<file path="src/rtl/traffic_light_xing_if.sv">
// Control inputs and lamp/display outputs of the two-approach crossing controller.
// Handshake: none; all fields are levels sampled on clk (ped_req may be a pulse of any length).
interface traffic_light_xing_if #(
  parameter int CNT_W = 8
);
  logic             start;
  logic             ped_req;
  logic             night_mode;
  logic             ns_red;
  logic             ns_yellow;
  logic             ns_green;
  logic             ew_red;
  logic             ew_yellow;
  logic             ew_green;
  logic             walk;
  logic [CNT_W-1:0] countdown;
  logic [6:0]       seg;

  modport slave (
    input  start, ped_req, night_mode,
    output ns_red, ns_yellow, ns_green, ew_red, ew_yellow, ew_green,
    output walk, countdown, seg
  );

  modport master (
    output start, ped_req, night_mode,
    input  ns_red, ns_yellow, ns_green, ew_red, ew_yellow, ew_green,
    input  walk, countdown, seg
  );
endinterface

</file>
<file path="src/rtl/traffic_light_xing.sv">
// NS/EW intersection controller with 1 s tick, latched pedestrian walk, night flashing mode
// and a per-phase seconds countdown on one 7-segment digit.
module traffic_light_xing #(
  parameter int TICK_DIV = 100000000,
  parameter int GREEN_S  = 10,
  parameter int YELLOW_S = 3,
  parameter int ALLRED_S = 1,
  parameter int WALK_S   = 5,
  parameter int CNT_W    = 8
) (
  input  logic                  clk,
  input  logic                  reset,
  traffic_light_xing_if.slave   xing,
  output logic [3:0]            state_o
);

  localparam int DIV_W = $clog2(TICK_DIV);

  typedef enum logic [3:0] {
    IDLE, NS_GREEN, NS_YELLOW, ALLRED1, EW_GREEN, EW_YELLOW, ALLRED2, WALK, NIGHT
  } state_e;

  state_e             state_q, state_d;
  logic [DIV_W-1:0]   div_q, div_d;
  logic [CNT_W-1:0]   timer_q, timer_d;
  logic               ped_q, ped_d;
  logic               flash_q, flash_d;
  logic               tick;
  logic [CNT_W-1:0]   cnt_rem;

  function automatic logic [CNT_W-1:0] dur_of(input state_e s);
    case (s)
      NS_GREEN, EW_GREEN:   dur_of = CNT_W'(GREEN_S);
      NS_YELLOW, EW_YELLOW: dur_of = CNT_W'(YELLOW_S);
      ALLRED1, ALLRED2:     dur_of = CNT_W'(ALLRED_S);
      WALK:                 dur_of = CNT_W'(WALK_S);
      default:              dur_of = '0;
    endcase
  endfunction

  function automatic logic [6:0] seg_of(input logic [3:0] d);
    case (d)
      4'd0:    seg_of = 7'b0111111;
      4'd1:    seg_of = 7'b0000110;
      4'd2:    seg_of = 7'b1011011;
      4'd3:    seg_of = 7'b1001111;
      4'd4:    seg_of = 7'b1100110;
      4'd5:    seg_of = 7'b1101101;
      4'd6:    seg_of = 7'b1111101;
      4'd7:    seg_of = 7'b0000111;
      4'd8:    seg_of = 7'b1111111;
      4'd9:    seg_of = 7'b1101111;
      default: seg_of = 7'b0000000;
    endcase
  endfunction

  // Divider is held at zero in IDLE so the first second after start is full length.
  assign tick = (state_q != IDLE) && (div_q == DIV_W'(TICK_DIV - 1));

  always_comb begin
    div_d = div_q + DIV_W'(1);
    if (state_q == IDLE || tick) div_d = '0;
  end

  always_comb begin
    state_d = state_q;
    timer_d = timer_q;
    flash_d = flash_q;
    unique case (state_q)
      IDLE: if (xing.start) state_d = NS_GREEN;
      NIGHT: begin
        if (tick) begin
          if (!xing.night_mode) state_d = ALLRED2;
          else                  flash_d = ~flash_q;
        end
      end
      default: begin
        if (tick) begin
          if (timer_q == CNT_W'(1)) begin
            unique case (state_q)
              NS_GREEN:  state_d = NS_YELLOW;
              NS_YELLOW: state_d = ALLRED1;
              ALLRED1:   state_d = xing.night_mode ? NIGHT : EW_GREEN;
              EW_GREEN:  state_d = EW_YELLOW;
              EW_YELLOW: state_d = ALLRED2;
              ALLRED2:   state_d = xing.night_mode ? NIGHT : (ped_q ? WALK : NS_GREEN);
              default:   state_d = NS_GREEN;
            endcase
          end else begin
            timer_d = timer_q - CNT_W'(1);
          end
        end
      end
    endcase
    // Every phase change loads the new phase's duration in the same cycle.
    if (state_d != state_q) begin
      timer_d = dur_of(state_d);
      if (state_d == NIGHT) flash_d = 1'b1;
    end
  end

  // A request in the WALK-entry cycle re-arms the latch for one more walk.
  assign ped_d = (ped_q && !(state_d == WALK && state_q != WALK)) || xing.ped_req;

  always_ff @(posedge clk) begin
    if (reset) begin
      state_q <= IDLE;
      div_q   <= '0;
      timer_q <= '0;
      ped_q   <= 1'b0;
      flash_q <= 1'b0;
    end else begin
      state_q <= state_d;
      div_q   <= div_d;
      timer_q <= timer_d;
      ped_q   <= ped_d;
      flash_q <= flash_d;
    end
  end

  always_comb begin
    xing.ns_red    = 1'b1;
    xing.ns_yellow = 1'b0;
    xing.ns_green  = 1'b0;
    xing.ew_red    = 1'b1;
    xing.ew_yellow = 1'b0;
    xing.ew_green  = 1'b0;
    xing.walk      = 1'b0;
    unique case (state_q)
      NS_GREEN:  begin xing.ns_red = 1'b0; xing.ns_green  = 1'b1; end
      NS_YELLOW: begin xing.ns_red = 1'b0; xing.ns_yellow = 1'b1; end
      EW_GREEN:  begin xing.ew_red = 1'b0; xing.ew_green  = 1'b1; end
      EW_YELLOW: begin xing.ew_red = 1'b0; xing.ew_yellow = 1'b1; end
      WALK:      xing.walk = 1'b1;
      NIGHT: begin
        xing.ns_red    = 1'b0;
        xing.ew_red    = 1'b0;
        xing.ns_yellow = flash_q;
        xing.ew_yellow = flash_q;
      end
      default: ;
    endcase
  end

  assign xing.countdown = (state_q == IDLE || state_q == NIGHT) ? '0 : timer_q;
  assign cnt_rem        = xing.countdown % CNT_W'(10);
  assign xing.seg       = seg_of(4'(cnt_rem));
  assign state_o        = state_q;

endmodule

</file>
<file path="src/flat_wrapper.sv">
// flat-port wrapper written by rule: the top's interface ports become plain ports
module traffic_light_xing_flat 
#(
  parameter int TICK_DIV = 100000000,
  parameter int GREEN_S  = 10,
  parameter int YELLOW_S = 3,
  parameter int ALLRED_S = 1,
  parameter int WALK_S   = 5,
  parameter int CNT_W    = 8
)
  (clk, reset, state_o, xing_start, xing_ped_req, xing_night_mode, xing_ns_red, xing_ns_yellow, xing_ns_green, xing_ew_red, xing_ew_yellow, xing_ew_green, xing_walk, xing_countdown, xing_seg);
  traffic_light_xing_if #(.CNT_W(CNT_W)) xing_i ();
  input  logic clk;
  input  logic reset;
  output logic [3:0] state_o;
  input wire logic [$bits(xing_i.start)-1:0] xing_start;
  input wire logic [$bits(xing_i.ped_req)-1:0] xing_ped_req;
  input wire logic [$bits(xing_i.night_mode)-1:0] xing_night_mode;
  output wire logic [$bits(xing_i.ns_red)-1:0] xing_ns_red;
  output wire logic [$bits(xing_i.ns_yellow)-1:0] xing_ns_yellow;
  output wire logic [$bits(xing_i.ns_green)-1:0] xing_ns_green;
  output wire logic [$bits(xing_i.ew_red)-1:0] xing_ew_red;
  output wire logic [$bits(xing_i.ew_yellow)-1:0] xing_ew_yellow;
  output wire logic [$bits(xing_i.ew_green)-1:0] xing_ew_green;
  output wire logic [$bits(xing_i.walk)-1:0] xing_walk;
  output wire logic [$bits(xing_i.countdown)-1:0] xing_countdown;
  output wire logic [$bits(xing_i.seg)-1:0] xing_seg;
  assign xing_i.start = xing_start;
  assign xing_i.ped_req = xing_ped_req;
  assign xing_i.night_mode = xing_night_mode;
  assign xing_ns_red = xing_i.ns_red;
  assign xing_ns_yellow = xing_i.ns_yellow;
  assign xing_ns_green = xing_i.ns_green;
  assign xing_ew_red = xing_i.ew_red;
  assign xing_ew_yellow = xing_i.ew_yellow;
  assign xing_ew_green = xing_i.ew_green;
  assign xing_walk = xing_i.walk;
  assign xing_countdown = xing_i.countdown;
  assign xing_seg = xing_i.seg;
  traffic_light_xing #(.TICK_DIV(TICK_DIV), .GREEN_S(GREEN_S), .YELLOW_S(YELLOW_S), .ALLRED_S(ALLRED_S), .WALK_S(WALK_S), .CNT_W(CNT_W)) u_core (.clk(clk), .reset(reset), .xing(xing_i), .state_o(state_o));
endmodule
</file>
<file path="config.mk">
export PLATFORM = sky130hd
export DESIGN_NAME = traffic_light_xing_flat
export DESIGN_NICKNAME = d
export VERILOG_FILES = /design/src/rtl/traffic_light_xing_if.sv /design/src/rtl/traffic_light_xing.sv /design/src/flat_wrapper.sv
export SDC_FILE = /design/constraint.sdc
export NUM_CORES = 1
export LEC_CHECK = 0
export CAP_MARGIN = 20
export CORE_UTILIZATION = 58
export DETAILED_ROUTE_END_ITERATION = 8
export PLACE_DENSITY = 0.82
export RECOVER_POWER = 50
export SLEW_MARGIN = 20
export SYNTH_ARGS = -nofsm -noshare
export SYNTH_HDL_FRONTEND = slang
export SYNTH_SLANG_ARGS = --single-unit
</file>
<file path="constraint.sdc">
create_clock -name clk -period 8.1 [get_ports clk]
set_input_delay 2.43 -clock clk [delete_from_list [all_inputs] [get_ports clk]]
set_output_delay 2.43 -clock clk [all_outputs]
set_load 0.005 [all_outputs]
</file>
==> run summary <==
Vias in the first global route = 3159
Skew-Pair Late Insertion Delay = 300 ps
FF-to-FF setup slack = 4520 ps
Pwr dens = 105.4 nW/um^2
Initial core utilization = 0.6025
Remaining global-route overflow = 0
1st-pass router iterations = 4
Share of cells above drive strength 1 = 0.06210
Period utilisation layout = 0.9327
CP max-delay cell = dfxtp_1
Hold_sp = u_core.div_q[0]$_SDFF_PP0_
Diodes inserted = 0
# Max-Cap Violations = 0
Fraction of registers with async set/reset = 0
Std cell rows = 27
Gate power share = 0.112
Arrival time worst endpoint = 5120 ps
Die ar. = 6063 sq um
Yosys Warn Count = 0
Yosys cell types = 75
Final WL = 7.959 mm
Clk pwr share = 0.358
Mapped cell area = 3338 sq um
WL/cell = 14.77 microns
Chip height = 77.87 microns
Global-route wire length before repair = 13.97 mm
Ys flop type = dfxtp_1
Cell repeated most along the worst path = ha_1
Initial antenna violation count = 0
Core area = 5540 sq um
Register share of total power = 0.529
Postcts setup bufs = 0
Crit Reg-Reg Startpoint = u_core.div_q[0]$_SDFF_PP0_
Hpwl dp = 5.791 mm
Via count = 3340
Num Clock Sinks = 41
I/O pin cnt = 31
Area grow syn2layout = 11.28%
Post-synthesis cell count = 449
Critical Path End = xing_seg[3]
Sw Ratio = 0.2717
GRT met3 Usage = 0.03882
Seq cells post-synth = 41
RSZ-0062 raised after global routing = false
CTS Buffer Depth = 2
DRT iter0 DRCs = 228
TritonCTS clock tree = done
Status = finished clean
Register area share after synthesis = 0.2459
GRT met1 Usage = 0.3651
Syn nets = 461
Top cell family by delay on the critical path = compound AO/OA/AOI/OAI gates
Max_slew headroom = 0.4304
Setup Total Neg Slack = 0 ps
LEAKAGE = 1.270 nW
Worst R2R Path Depth = 10
Required time of the critical path = 5670 ps
Internal power = 0.2852 mW
GR peak layer = met2
Peak supply drop = 0.1432 mV
Most common cell after layout, fill and taps aside = nor2_1
Worst-path cell chain = or3_1, nand2_1, ha_1, nand2b_1, a311o_1, o211a_1, o31a_1, xnor2_1, a31oi_1, and3_1, a21o_1, ha_1, and2_1, o2bb2ai_1, a221o_1, clkdlybuf4s50_1
Final RePlAce weighted congestion = 0.9103
Nets = 478
Met2 GRT Util = 0.4619
Hold buffers post-CTS = 0
Die width = 77.87 microns
Total CTS buffers = 5
Setup crit start kind = register
Commonest cells after routing, fill and taps aside = nor2_1 (65), dfxtp_1 (41), nand2_1 (37), nand3_1 (27), clkdlybuf4s50_1 (27)
Crit-path max cell delay = 710 ps
Vias per inst = 6.197
Clk pin slew, worst setup/hold paths = 90 ps
Post-route ant nets = 0
Final Max Slew Viols = 0
Max Clock Skew = 8.232 ps
Final setup vio count = 0
Min-delay worst type = reg -> reg
CP Launch Point = u_core.state_o[0]$_SDFF_PP0_
Final Cell Area = 3715 sq um
Dpl cell area = 3635 sq um
Fill count = 512
Worst path depth = 16
Minimum clock period after layout = 7554 ps
Worst-margin pin slew = 847.9 ps
Tot GR Track Use = 0.2785
Htree depth = 2
Post-CTS resize count = 0
Largest net degree at the start of global routing = 27
CTS root buffer = clkbuf_8
Reg-to-Reg End = u_core.timer_q[3]$_SDFFE_PP0P_
Final hold violations = 0
Drc violations = 0
CP Buf/Inv Count = 1
Crit-path max FO = 19
Type of destination of the critical path = output port
EDFF count, synth = 0
Avg Inst Size Synth = 7.435 sq um
CP Class = reg -> out
Max Clk Rate = 132.4 MHz
Switch Pwr = 0.1064 mW
PortBufs = 30
## power by group through the flow
stage | clock [mW] | sequential, mW | combinational, mW
6_report | 0.140 | 0.207 | 0.0439
5_1_grt | 0.152 | 0.208 | 0.0483
4_1_cts | 0.143 | 0.207 | 0.0439
3_5_place_dp | 0 | 0.212 | 0.0436
3_3_place_gp | 0 | 0.212 | 0.0432
2_1_floorplan | 0 | 0.210 | 0.0301
## worst min-delay path by stage
stage / end / slack, ps / cells past startpoint
after floorplan: u_core.div_q[0]$_SDFF_PP0_ / 430 / 1
after global placement: u_core.div_q[0]$_SDFF_PP0_ / 440 / 1
after detailed placement: u_core.div_q[0]$_SDFF_PP0_ / 460 / 1
after CTS: u_core.div_q[0]$_SDFF_PP0_ / 480 / 1
after global routing: u_core.div_q[0]$_SDFF_PP0_ / 500 / 1
final: u_core.div_q[0]$_SDFF_PP0_ / 480 / 1
## flip-flops by register name, summed over array words and instances, names as in the netlist
register        count
u_core.ped_q        1
u_core.flash_q      1
u_core.div_q       27
u_core.state_o      4
u_core.timer_q      8
## layout make-up
type / count / area [sq um] / share of cell area
clock buffers: 5 / 68.82 / 0.01852
well taps: 72 / 90.09 / 0.02425
inverters: 16 / 60.06 / 0.01617
clock inverters: 3 / 25.02 / 0.006736
flip-flops and latches: 41 / 820.8 / 0.2209
multi-input cells: 367 / 2316 / 0.6234
repair buffers: 35 / 334.1 / 0.08993
## stage by stage
| step | instances | utilization | hold WS (ps) | total power [mW] | setup slack (ps) |
|---|---|---|---|---|---|
| floorplan | 449 | - | 430.2 | 0.2400 | 1494 |
| global placement | 531 | 0.6561 | 439.9 | 0.2550 | 1028 |
| detailed placement | 531 | 0.6561 | 458.1 | 0.2556 | 920.5 |
| CTS | 539 | 0.6730 | 479.2 | 0.3938 | 578.5 |
| global route | 539 | 0.6705 | 498.4 | 0.4086 | 231.1 |
| finish | 539 | 0.6705 | 476.8 | 0.3916 | 545.5 |
## Yosys cell counts, drive strengths merged, types with 11 or more instances
cell type | instances | area (sq um)
and3 | 11 | 68.82
nand3 | 27 | 135.1
xor2 | 17 | 148.9
clkbuf | 14 | 52.55
buf | 11 | 78.82
dfxtp | 41 | 820.8
xnor2 | 17 | 156.4
o21ai | 20 | 100.1
nor2 | 66 | 255.2
nand2 | 37 | 138.9
inv | 16 | 60.05
a21oi | 24 | 120.1
## cells by family after synthesis
kind of cell               count (synthesis)  share of synthesized area
and+or+nand+nor                          218                     0.3418
muxes                                      3                   0.009745
xor gates and xnor gates                  34                    0.09145
buffers and inverters                     41                    0.05734
adders and majority gates                  8                    0.02923
DFF                                       41                     0.2459
AOI/OAI and AO/OA                        104                     0.2245
## layer usage
metal	share of wire	vias to the layer above
met4	0.016	0
met5	0	-
met2	0.48	121
met3	0.049	18
met1	0.46	1532
li1	-	1669
(Power assumes the default switching activity.)
